[src/rtl/dec_n_scan_pkg.sv]
// Shared types and defaults for the dec_n_scan decoder/scanner.
package dec_n_scan_pkg;

  localparam int unsigned DefN       = 3;
  localparam int unsigned DefScanDiv = 4;

  typedef enum logic [1:0] {
    StEmpty = 2'd0,
    StFull  = 2'd1,
    StScan  = 2'd2
  } state_e;

endpackage

[src/rtl/dec_n_scan_onehot.sv]
// Combinational N-to-2^N one-hot decoder with enable.
module dec_n_scan_onehot #(
  parameter int unsigned N = 3
) (
  input  logic            en_i,
  input  logic [N-1:0]    sel_i,
  output logic [2**N-1:0] y_o
);

  always_comb begin
    y_o = '0;
    if (en_i) y_o[sel_i] = 1'b1;
  end

endmodule

[src/rtl/dec_n_scan.sv]
// One-hot decoder with a single-entry valid/ready output stage, plus a free-running scan mode.
module dec_n_scan
  import dec_n_scan_pkg::*;
#(
  parameter int unsigned N       = DefN,
  parameter int unsigned ScanDiv = DefScanDiv
) (
  input  logic            clk_i,
  input  logic            rst_ni,
  input  logic            mode_i,
  input  logic            en_i,
  input  logic [N-1:0]    w_i,
  input  logic            w_vld_i,
  output logic            w_rdy_o,
  input  logic [2**N-1:0] fmask_i,
  output logic [2**N-1:0] y_o,
  output logic            f_o,
  output logic            y_vld_o,
  input  logic            y_rdy_i,
  output logic [N-1:0]    idx_o,
  output logic            scan_tick_o
);

  localparam int unsigned Outs = 2**N;
  localparam int unsigned DivW = (ScanDiv > 1) ? $clog2(ScanDiv) : 1;

  state_e          st_q;
  logic [DivW-1:0] div_q;
  logic [N-1:0]    idx_q, idx_d;
  logic [Outs-1:0] y_q, dec_y;
  logic            f_q, y_vld_q, scan_tick_q;
  logic [N-1:0]    dec_sel;
  logic            dec_f, xfer, tc, step;

  always_comb begin
    // Ready is withheld in the scan->decode transition cycle so no handshake is lost.
    w_rdy_o = ~mode_i & (st_q != StScan) & (~y_vld_q | y_rdy_i);
    xfer    = w_vld_i & w_rdy_o;
    tc      = (div_q == DivW'(ScanDiv - 1));
    step    = (st_q == StScan) & mode_i & en_i & tc;
    idx_d   = idx_q;
    if (mode_i && st_q != StScan) idx_d = '0;
    else if (step)                idx_d = idx_q + N'(1);
    dec_sel = mode_i ? idx_d : w_i;
    dec_f   = en_i & fmask_i[dec_sel];
  end

  dec_n_scan_onehot #(
    .N(N)
  ) u_onehot (
    .en_i (en_i),
    .sel_i(dec_sel),
    .y_o  (dec_y)
  );

  always_ff @(posedge clk_i) begin
    if (!rst_ni) begin
      st_q        <= StEmpty;
      div_q       <= '0;
      idx_q       <= '0;
      y_q         <= '0;
      f_q         <= 1'b0;
      y_vld_q     <= 1'b0;
      scan_tick_q <= 1'b0;
    end else begin
      scan_tick_q <= 1'b0;
      if (mode_i) begin
        if (st_q != StScan) begin
          st_q    <= StScan;
          div_q   <= '0;
          idx_q   <= '0;
          y_q     <= dec_y;
          f_q     <= dec_f;
          y_vld_q <= 1'b0;
        end else if (en_i) begin
          div_q       <= tc ? '0 : div_q + DivW'(1);
          idx_q       <= idx_d;
          y_q         <= dec_y;
          f_q         <= dec_f;
          scan_tick_q <= tc;
        end else begin
          y_q <= '0;
          f_q <= 1'b0;
        end
      end else if (st_q == StScan) begin
        st_q    <= StEmpty;
        y_q     <= '0;
        f_q     <= 1'b0;
        y_vld_q <= 1'b0;
      end else if (xfer) begin
        st_q    <= StFull;
        y_q     <= dec_y;
        f_q     <= dec_f;
        y_vld_q <= 1'b1;
      end else if (y_vld_q && y_rdy_i) begin
        st_q    <= StEmpty;
        y_vld_q <= 1'b0;
      end
    end
  end

  assign y_o         = y_q;
  assign f_o         = f_q;
  assign y_vld_o     = y_vld_q;
  assign idx_o       = idx_q;
  assign scan_tick_o = scan_tick_q;

endmodule

[config.mk]
export PLATFORM = sky130hd
export DESIGN_NAME = dec_n_scan
export DESIGN_NICKNAME = d
export VERILOG_FILES = /design/src/rtl/dec_n_scan_pkg.sv /design/src/rtl/dec_n_scan_onehot.sv /design/src/rtl/dec_n_scan.sv
export SDC_FILE = /design/constraint.sdc
export NUM_CORES = 1
export LEC_CHECK = 0
export CAP_MARGIN = 20
export CORE_MARGIN = 2
export CORE_UTILIZATION = 45
export DETAILED_ROUTE_END_ITERATION = 16
export PLACE_DENSITY = 0.77
export SYNTH_ARGS = -nofsm -noshare
export SYNTH_HDL_FRONTEND = slang
export SYNTH_SLANG_ARGS = --single-unit
[constraint.sdc]
create_clock -name clk_i -period 2.3 [get_ports clk_i]
set_clock_uncertainty 0.1 [all_clocks]
set_input_delay 0.46 -clock clk_i [delete_from_list [all_inputs] [get_ports clk_i]]
set_output_delay 0.46 -clock clk_i [all_outputs]
set_load 0.02 [all_outputs]
; Yosys cells after proc, flatten, opt, wreduce, memory -nomap -nowiden
; Index checks and enable logic that the tools add are counted.
[word_totals]
register_bits = 18
elab_cells = 69
output_inout_bits = 15
inputBits = 17
[classes]
bitwise = 12
reduce_logical = 9
mux = 33
addsub = 2
order_cmp = 2
eq_ne = 4
[ops]
columns = op, count
row1 = 2-to-1 mux 8 bit, 6
row2 = 2-to-1 mux 2 bit, 8
row3 = 2-to-1 mux 3 bit, 5
row4 = 2-to-1 mux 1 bit, 12
row5 = bitwise AND 1 bit, 7
row6 = equality test 2 bit (second input constant), 2
row7 = < comparator 3 x 4 -> 1 bit (second input constant), 1
row8 = NOT 1 bit, 4
row9 = AND reduction 2 bit, 2
row10 = nonzero test 4 bit, 1
row11 = OR reduction 4 bit, 1
row12 = adder 3 x 1 -> 3 bit (second input constant), 1
row13 = binary-select mux 1 bit (select 3 bit), 1
row14 = demux 1 bit (select 3 bit), 1
row15 = greater-or-equal comparator 3 x 1 -> 1 bit (second input constant), 1
row16 = logical AND 1 bit, 3
row17 = nonzero test 3 bit, 1
row18 = adder 2 x 1 -> 2 bit (second input constant), 1
row19 = != test 2 x 1 -> 1 bit (second input constant), 1
row20 = != test 2 bit (second input constant), 1
row21 = nonzero test 2 bit, 1
row22 = bitwise OR 1 bit, 1

; Longest topological paths before layout
; Gate-level depths: netlist of run 1.
[logic_depth]
ltp_word = 15
depth_mapped = 7

; Hierarchy
; From an unflattened synthesis of run 1, not the netlist that was laid out.
[unflattened]
hier_cells = 127
hier_area_um2 = 1116.1
[by_module_without_submodules]
columns = mod, area_each_um2, instances, cells_per_inst, seq_area_each_um2
row1 = dec_n_scan, 1021.0, 1, 119, 340.3
row2 = dec_n_scan_onehot, 95.1, 1, 8, 0.0

; Worst setup path before layout of run 1
; OpenSTA, ideal clock, no wires.
[synth_path]
kind = reg2reg
start = reg idx_q[0], in the netlist idx_o[0]
end = reg f_q, in the netlist f_o
t_required_ns = 2.076
synth_period_minus_slack_ns = 1.930
arrival_time_ns = 1.706
path_slack_ns = 0.370
setup_time_ns = 0.124
path_buffers = 0
stages_incl_launch_ff = 6
path_cell_list = dfxtp_1 > ha_1 > mux2_4 > o32a_1 > o32ai_2 > o31ai_1
[synth_via]
elab_chain_cells = 10
[synth_lines]
columns = element, line_no
row1 = from (decl), dec_n_scan.sv:29  ; logic [N-1:0] idx_q, idx_d;
row2 = from (signal assigned), dec_n_scan.sv:77  ; idx_q <= idx_d;
row3 = adder 3 x 1 -> 3 bit, dec_n_scan.sv:43  ; else if (step) idx_d = idx_q + N'(1);
row4 = 2-to-1 mux 3 bit (*), dec_n_scan.sv:43
row5 = 2-to-1 mux 3 bit (*), dec_n_scan.sv:42  ; if (mode_i && st_q != StScan) idx_d = '0;
row6 = 2-to-1 mux 3 bit (*), dec_n_scan.sv:44  ; dec_sel = mode_i ? idx_d : w_i;
row7 = binary-select mux 1 bit (select 3 bit) (*), dec_n_scan.sv:45  ; dec_f = en_i & fmask_i[dec_sel];
row8 = 2-to-1 mux 1 bit (implied by the code) (*), dec_n_scan.sv:45
row9 = bitwise AND 1 bit (*), dec_n_scan.sv:45
row10 = "2-to-1 mux 1 bit, on equally long branches", "dec_n_scan.sv:90, dec_n_scan.sv:75"
row11 = "2-to-1 mux 1 bit, on equally long branches", "dec_n_scan.sv:85, dec_n_scan.sv:68"
row12 = 2-to-1 mux 1 bit (*), dec_n_scan.sv:67  ; if (mode_i) begin
row13 = to (signal assigned), dec_n_scan.sv:73  ; f_q <= dec_f;
row14 = to (signal assigned), dec_n_scan.sv:88  ; f_q <= 1'b0;
row15 = to (signal assigned), dec_n_scan.sv:93  ; f_q <= dec_f;
row16 = to (decl), dec_n_scan.sv:31  ; logic f_q, y_vld_q, scan_tick_q;
; Mark *: on every way between the ends. The rest lies on a longest branch, timed or not. The select of a mux whose other input is x is not followed.
; A chain may end at the register's enable or synchronous reset.

; Worst setup path after layout of run 1
[layout_path]
start = in en_i
end = reg f_q, in the netlist f_o
[layout_via]
elab_chain_cells = 11
[layout_lines]
columns = element, line_no
row1 = from (decl), dec_n_scan.sv:11  ; input logic en_i,
row2 = bitwise AND 1 bit (2 in a row), dec_n_scan.sv:40  ; step = (st_q == StScan) & mode_i & en_i & tc;
row3 = 2-to-1 mux 3 bit, dec_n_scan.sv:43
row4 = 2-to-1 mux 3 bit, dec_n_scan.sv:42
row5 = 2-to-1 mux 3 bit, dec_n_scan.sv:44
row6 = binary-select mux 1 bit (select 3 bit), dec_n_scan.sv:45
row7 = 2-to-1 mux 1 bit (implied by the code), dec_n_scan.sv:45
row8 = bitwise AND 1 bit, dec_n_scan.sv:45
row9 = "2-to-1 mux 1 bit, on equally long branches", "dec_n_scan.sv:90, dec_n_scan.sv:75"
row10 = "2-to-1 mux 1 bit, on equally long branches", "dec_n_scan.sv:85, dec_n_scan.sv:68"
row11 = 2-to-1 mux 1 bit (*), dec_n_scan.sv:67
; Marks and branches as above.

==> results.tsv, run 1 <==
stage	metric	value	unit
synthesis	ys_seq_elements	17	
timing	rsz0062_at_grt	no	
power_and_ir_drop	seqPwrFrac	49.8	%
power_and_ir_drop	combPwrFrac	23.4	%
cells_and_area	syn2layout_area_growth	39.3	%
floorplan	die_area	2920	µm²
place	port_buffers	31	
power_and_ir_drop	total_power	0.613	mW
synthesis	synth_top_area_share	30.3	%
grt	grt_overflow_total	0	
worst_setup_path	cp.required	2.39	ns
power_and_ir_drop	switching_share	28.2	%
routing	antenna_left	0	
outcome	status	complete, no violations	
grt	grt_pass1_vias	1062	
floorplan	ios	32	
power_and_ir_drop	power_frac_clock	26.8	%
clock_tree	cts_tree	built	
clock_tree	postCtsHoldBufs	0	
timing	max_freq	474	MHz
timing	fin_tns_setup	0	ns
synthesis	syn_inst	130	
synthesis	syn_area	1120	µm²
routing	via_per_inst	5.56	
floorplan	core	2430	µm²
cells_and_area	drive_gt1_share	21.7	%
place	dp_hpwl	2200	µm
routing	drc_errors	0	
worst_setup_path	crit_path_max_fanout	7	
power_and_ir_drop	switchingPower	0.173	mW
synthesis	yosys_warnings	0	
clock_tree	clkSinkCount	17	
timing	period_share	91.8	%
place	gp_congestion	0.913	
worst_hold_path	hold_class	register to register	
timing	period_needed	2.11	ns
synthesis	synth-seq-area-share	30.3	%
clock_tree	post-cts-setup-buffer-count	0	
timing	finalSetupViolations	0	
clock_tree	cts.clk_slew.worst_paths	0.11	ns
timing	relSlewSlack	76.9	%
grt	grt_use_total	20.9	%
place	pre_cts_slack	-0.126	ns
power_and_ir_drop	p_leak	0.614	nW
cells_and_area	fillCellCount	213	
worst_setup_path	endpoint_kind	register	
synthesis	ys_top_cells_by_area	dfxtp_1 (30%), a21boi_0 (6.7%), nand4_1 (5.6%)	
job	drv_cap	0	
worst_setup_path	path_class	input port to register	
power_and_ir_drop	worst_ir_drop_vdd	0.420	mV
routing	routed_wirelength	2850	µm
synthesis	synthFlopType	dfxtp_1	
timing	drv_slew	0	
place	place_area	1540	µm²
clock_tree	ctsLongestPathBuffers	2	
clock_tree	h-tree-depth	1	
cells_and_area	final_cell_mix	clkdlybuf4s50_1 (30), dfxtp_1 (16), buf_4 (16)	
synthesis	synth_nets	149	
cells_and_area	final_common_cell	clkdlybuf4s50_1	
synthesis	synth.distinct_cells	49	
power_and_ir_drop	p_int	0.440	mW
floorplan	num_rows	18	
clock_tree	numCtsBuffers	3	
synthesis	synth.avg_cell_area	8.65	µm²
synthesis	synth-edff-count	0	
grt	grt_pass1_wl	4520	µm
timing	fin_ws	0.189	ns
floorplan	die_x	54.0	µm
grt	antenna_found_initial	0	
routing	first_pass_iters	4	
cells_and_area	diodes	0	
floorplan	initial_utilization	46.2	%
clock_tree	clkLatencyLatePin	0.29	ns
timing	tightest_slew	0.346	ns
routing	vias	1140	
routing	routedWlPerCell	13.9	µm
synthesis	synth_async_sr_flop_share	0	%
grt	grt_max_degree	15	
synthesis	synth_top_area_cell	dfxtp_1	
power_and_ir_drop	p_per_area	391	nW/µm²
cells_and_area	final_area	1570	µm²
worst_setup_path	critPathLaunchType	input port	
routing	dr.first_iter.drc_count	28	
clock_tree	cts_root_buffer	clkbuf_4	
worst_setup_path	critPathArrivalTime	2.20	ns
cells_and_area	nNetsFinal	195	
floorplan	die_h	54.0	µm
timing	finalHoldViolCount	0	
==> layout make-up <==
cell class,count,area [µm²],share of cell area (%)
Clock buffer,3,22.5,1.44
Clock inverter,1,5.00,0.319
Inverter,4,15.0,0.958
Multi-Input combinational cell,103,712,45.4
Sequential cell,17,342,21.8
Tap cell,30,37.5,2.40
Timing Repair Buffer,47,433,27.6
==> path summary, 6_finish.rpt <==
| path | start | endpoint | slack [ns] | cells past startpoint |
|---|---|---|---|---|
| worst max register to register | div_q[0] | f_o | 0.29 | 6 |
| worst min-delay path | y_o[0] | y_o[0] | 0.37 | 2 |
| worst max-delay path | en_i | f_o | 0.19 | 6 |
| worst min register to register | y_o[0] | y_o[0] | 0.37 | 2 |
==> state kept, by name, summed over array words and instances (netlist names) <==
signal / count
y_o: 8
idx_o: 3
div_q: 2
st_q: 2
f_o: 1
scan_tick_o: 1
==> power groups by stage <==
stage          Sequential, mW  Clock (mW)  Combinational [mW]
6_report                0.305       0.164               0.143
5_1_grt                 0.306       0.183               0.155
4_1_cts                 0.305       0.167               0.143
3_5_place_dp            0.312           0               0.142
3_3_place_gp            0.311           0               0.138
2_1_floorplan           0.316           0              0.0727
==> what timing repair did <==
action / in CTS / in global routing
resized for setup: 0 / 2
endpoints found under the setup margin: 0 / 1
endpoints found under the hold margin: 0 / 0
==> logic make-up (layout without fill, tap and decap cells) <==
| kind of cell | Yosys count | in the layout | share of synthesized area [%] |
|---|---|---|---|
| flops | 17 | 17 | 30.3 |
| simple gates | 56 | 56 | 30.0 |
| compound gates | 42 | 42 | 28.0 |
| xor+xnor | 1 | 1 | 0.779 |
| buf+inv | 10 | 55 | 6.45 |
| mux | 2 | 2 | 2.22 |
| fa+ha+maj | 2 | 2 | 2.22 |
==> worst max-delay path, stage by stage <==
cell and delay (ns):
clkdlybuf4s50_1 0.63, nand3_2 0.15, xor2_1 0.21, o32a_1 0.38, o32ai_2 0.27, o31ai_1 0.11
==> per-stage QoR <==
stage          hold slack, ns  utilization [%]  std cells
5_1_grt                 0.381             64.4        205
6_report                0.373             64.4        205
3_5_place_dp            0.361             63.1        201
2_1_floorplan           0.380                -        130
3_3_place_gp            0.354             63.1        201
4_1_cts                 0.377             64.2        205
==> cells in the mapped netlist, types with 2 or more instances <==
master and count:
a21bo_2 2, a21boi_0 10, a21oi_1 3, a21oi_2 2, a31oi_1 3, a32oi_1 2, and2_1 2, and3_2 2
and3b_1 3, buf_6 2, dfxtp_1 17, ha_1 2, inv_1 4, nand2_1 10, nand2b_1 3, nand3_1 3
nand4_1 10, nor2_1 5, nor2b_1 6, nor3_1 3, o211ai_1 2, o21a_1 2, o21ai_0 5, o32a_1 2
==> metal layers <==
layer	vias up	GRT usage [%]	wire length (µm)
met5	-	0	0
li1	576	-	-
met1	540	25.6	1350
met2	20	36.8	1370
met3	4	3.33	106
met4	0	7.50	23
Power figures use the tool's default switching activity.
==> run 2, diff against run 1 <==
Settings changed: PLACE_DENSITY 0.77 to 0.74.
==> results.tsv, run 2 (synthesized netlist as in run 1, its figures left out) <==
stage	metric	value	unit	change
cells_and_area	nNetsFinal	195		unchanged
cells_and_area	fillCellCount	218		+2.3%
clock_tree	postCtsHoldBufs	0		unchanged
power_and_ir_drop	p_per_area	389	nW/µm²	-0.68%
worst_setup_path	cp.required	2.38	ns	about the same
clock_tree	cts_root_buffer	clkbuf_4		
cells_and_area	final-instance-count-excl-fill	205		unchanged
routing	vias	1139		-0.088%
grt	antenna_found_initial	0		unchanged
timing	drv_slew	0		unchanged
worst_setup_path	rrSetupSlack	0.29	ns	about the same
place	dp_hpwl	2150	µm	-2.2%
clock_tree	h-tree-depth	1		unchanged
place	dpl.cell_count	201		unchanged
clock_tree	ctsLongestPathBuffers	2		unchanged
routing	route.met3.wl	97	µm	-8.5%
worst_setup_path	critPathArrivalTime	2.19	ns	about the same
clock_tree	numCtsBuffers	3		unchanged
place	port_buffers	31		unchanged
routing	top_layer	met4		
timing	period_needed	2.11	ns	-0.000369 ns
worst_setup_path	critPathLaunchType	input port		
power_and_ir_drop	p_int	0.440	mW	about the same
routing	drc_errors	0		unchanged
place	gp_congestion	0.865		-5.3%
worst_hold_path	hold_class	register to register		
timing	period_share	91.8	%	about the same
floorplan	initial_utilization	46.2	%	unchanged
routing	via_per_inst	5.56		about the same
clock_tree	clkSinkCount	17		unchanged
cells_and_area	multiInputGateArea	712	µm²	unchanged
outcome	status	complete, no violations		
cells_and_area	final_common_cell	clkdlybuf4s50_1		
floorplan	die_h	54.0	µm	unchanged
power_and_ir_drop	total_power	0.609	mW	-0.68%
grt	grt_pass1_vias	1018		-4.1%
grt	grt_pass1_wl	4320	µm	-4.4%
timing	max_freq	474	MHz	about the same
timing	rsz0062_at_grt	no		
cells_and_area	largest_register_ff_count	8		unchanged
worst_setup_path	path_class	input port to register		
cells_and_area	register_area	342	µm²	unchanged
job	drv_cap	0		unchanged
cells_and_area	diodes	0		unchanged
power_and_ir_drop	p_leak	0.614	nW	unchanged
timing	tightest_slew	0.373	ns	+0.0270 ns
routing	first_pass_iters	4		unchanged
routing	antenna_left	0		unchanged
grt	grt_max_degree	14		-1
timing	finalHoldViolCount	0		unchanged
floorplan	core	2430	µm²	unchanged
routing	met1Wirelength	1310	µm	-2.6%
floorplan	num_rows	18		unchanged
power_and_ir_drop	power_frac_clock	26.6	%	-0.2 points
grt	grt_use_total	19.9	%	-1.0 points
floorplan	ios	32		unchanged
power_and_ir_drop	combPwrFrac	23.2	%	-0.2 points
clock_tree	cts_tree	built		
clock_tree	post_cts_resize_count	0		unchanged
worst_hold_path	whs_path_depth	2		unchanged
clock_tree	clkLatencyLatePin	0.29	ns	about the same
timing	finalSetupViolations	0		unchanged
routing	met2_length	1300	µm	-5.6%
routing	dr.first_iter.drc_count	15		-46%
timing	relSlewSlack	75.1	%	-1.8 points
floorplan	die_x	54.0	µm	unchanged
floorplan	die_area	2920	µm²	unchanged
worst_setup_path	crit_path_max_fanout	7		unchanged
grt	grt_overflow_total	0		unchanged
clock_tree	post-cts-setup-buffer-count	0		unchanged
worst_setup_path	reg2reg_depth	6		unchanged
cells_and_area	drive_gt1_share	21.7	%	unchanged
clock_tree	cts.clk_slew.worst_paths	0.11	ns	about the same
power_and_ir_drop	seqPwrFrac	50.2	%	+0.4 points
worst_setup_path	endpoint_kind	register		
power_and_ir_drop	switchingPower	0.169	mW	-2.2%
power_and_ir_drop	worst_ir_drop_vdd	0.282	mV	-33%
cells_and_area	final_cell_mix	clkdlybuf4s50_1 (30), dfxtp_1 (16), buf_4 (16)		
cells_and_area	syn2layout_area_growth	39.3	%	unchanged
routing	routedWlPerCell	13.3	µm	-4.1%
power_and_ir_drop	switching_share	27.7	%	-0.44 points
routing	routed_wirelength	2730	µm	-4.1%
[run 2: cell counts in the layout (fill, tap and decap cells not counted)]
Identical to the previous run, type by type.
[run 2: final timing paths]
check / from / end
max: en_i / f_o
min: y_o[7] / y_o[7]
max reg2reg: div_q[0] / f_o
min reg2reg: y_o[7] / y_o[7]
[run 2: per-layer routing]
metal | vias to the layer above | GRT usage, %
met3 | 4 | 3.33
met2 | 29 | 34.6
met1 | 526 | 25.5
li1 | 580 | -
met4 | 0 | 5.00
met5 | - | 0
[run 2: power by group through the flow]
stage          registers (mW)  logic (mW)  clock network [mW]
2_1_floorplan           0.316      0.0727                   0
6_report                0.305       0.141               0.162
4_1_cts                 0.305       0.141               0.166
3_3_place_gp            0.311       0.138                   0
5_1_grt                 0.306       0.153               0.177
3_5_place_dp            0.312       0.140                   0
[run 2: worst max-delay path: stages]
cell	delay [ns]
clkdlybuf4s50_1	0.63
nand3_2	0.15
xor2_1	0.21
o32a_1	0.37
o32ai_2	0.26
o31ai_1	0.11
[run 2: area by class of cell]
type / instances / area share (%)
clock buffer: 3 / 1.44
clock inverter: 1 / 0.319
inverter: 4 / 0.958
multi-input combinational: 103 / 45.4
sequential: 17 / 21.8
tap: 30 / 2.40
timing repair buffer: 47 / 27.6
[run 2: per-stage QoR]
stage	utilization, %	hold slack, ns	setup slack, ns	instance area (µm²)	TNS (ns)
after floorplan	-	0.380	0.370	1120	0
after global placement	63.1	0.355	-0.0446	1540	-0.0446
after detailed placement	63.1	0.360	-0.108	1540	-0.126
after CTS	64.2	0.374	0.0213	1560	0
after global routing	64.4	0.396	0.0683	1570	0
final	64.4	0.371	0.190	1570	0
==> run 3, diff against run 2 <==
Settings changed: CAP_MARGIN 20 to default.
==> results of run 3 <==
Final layout, timing and power as in run 2 (identical DEF).
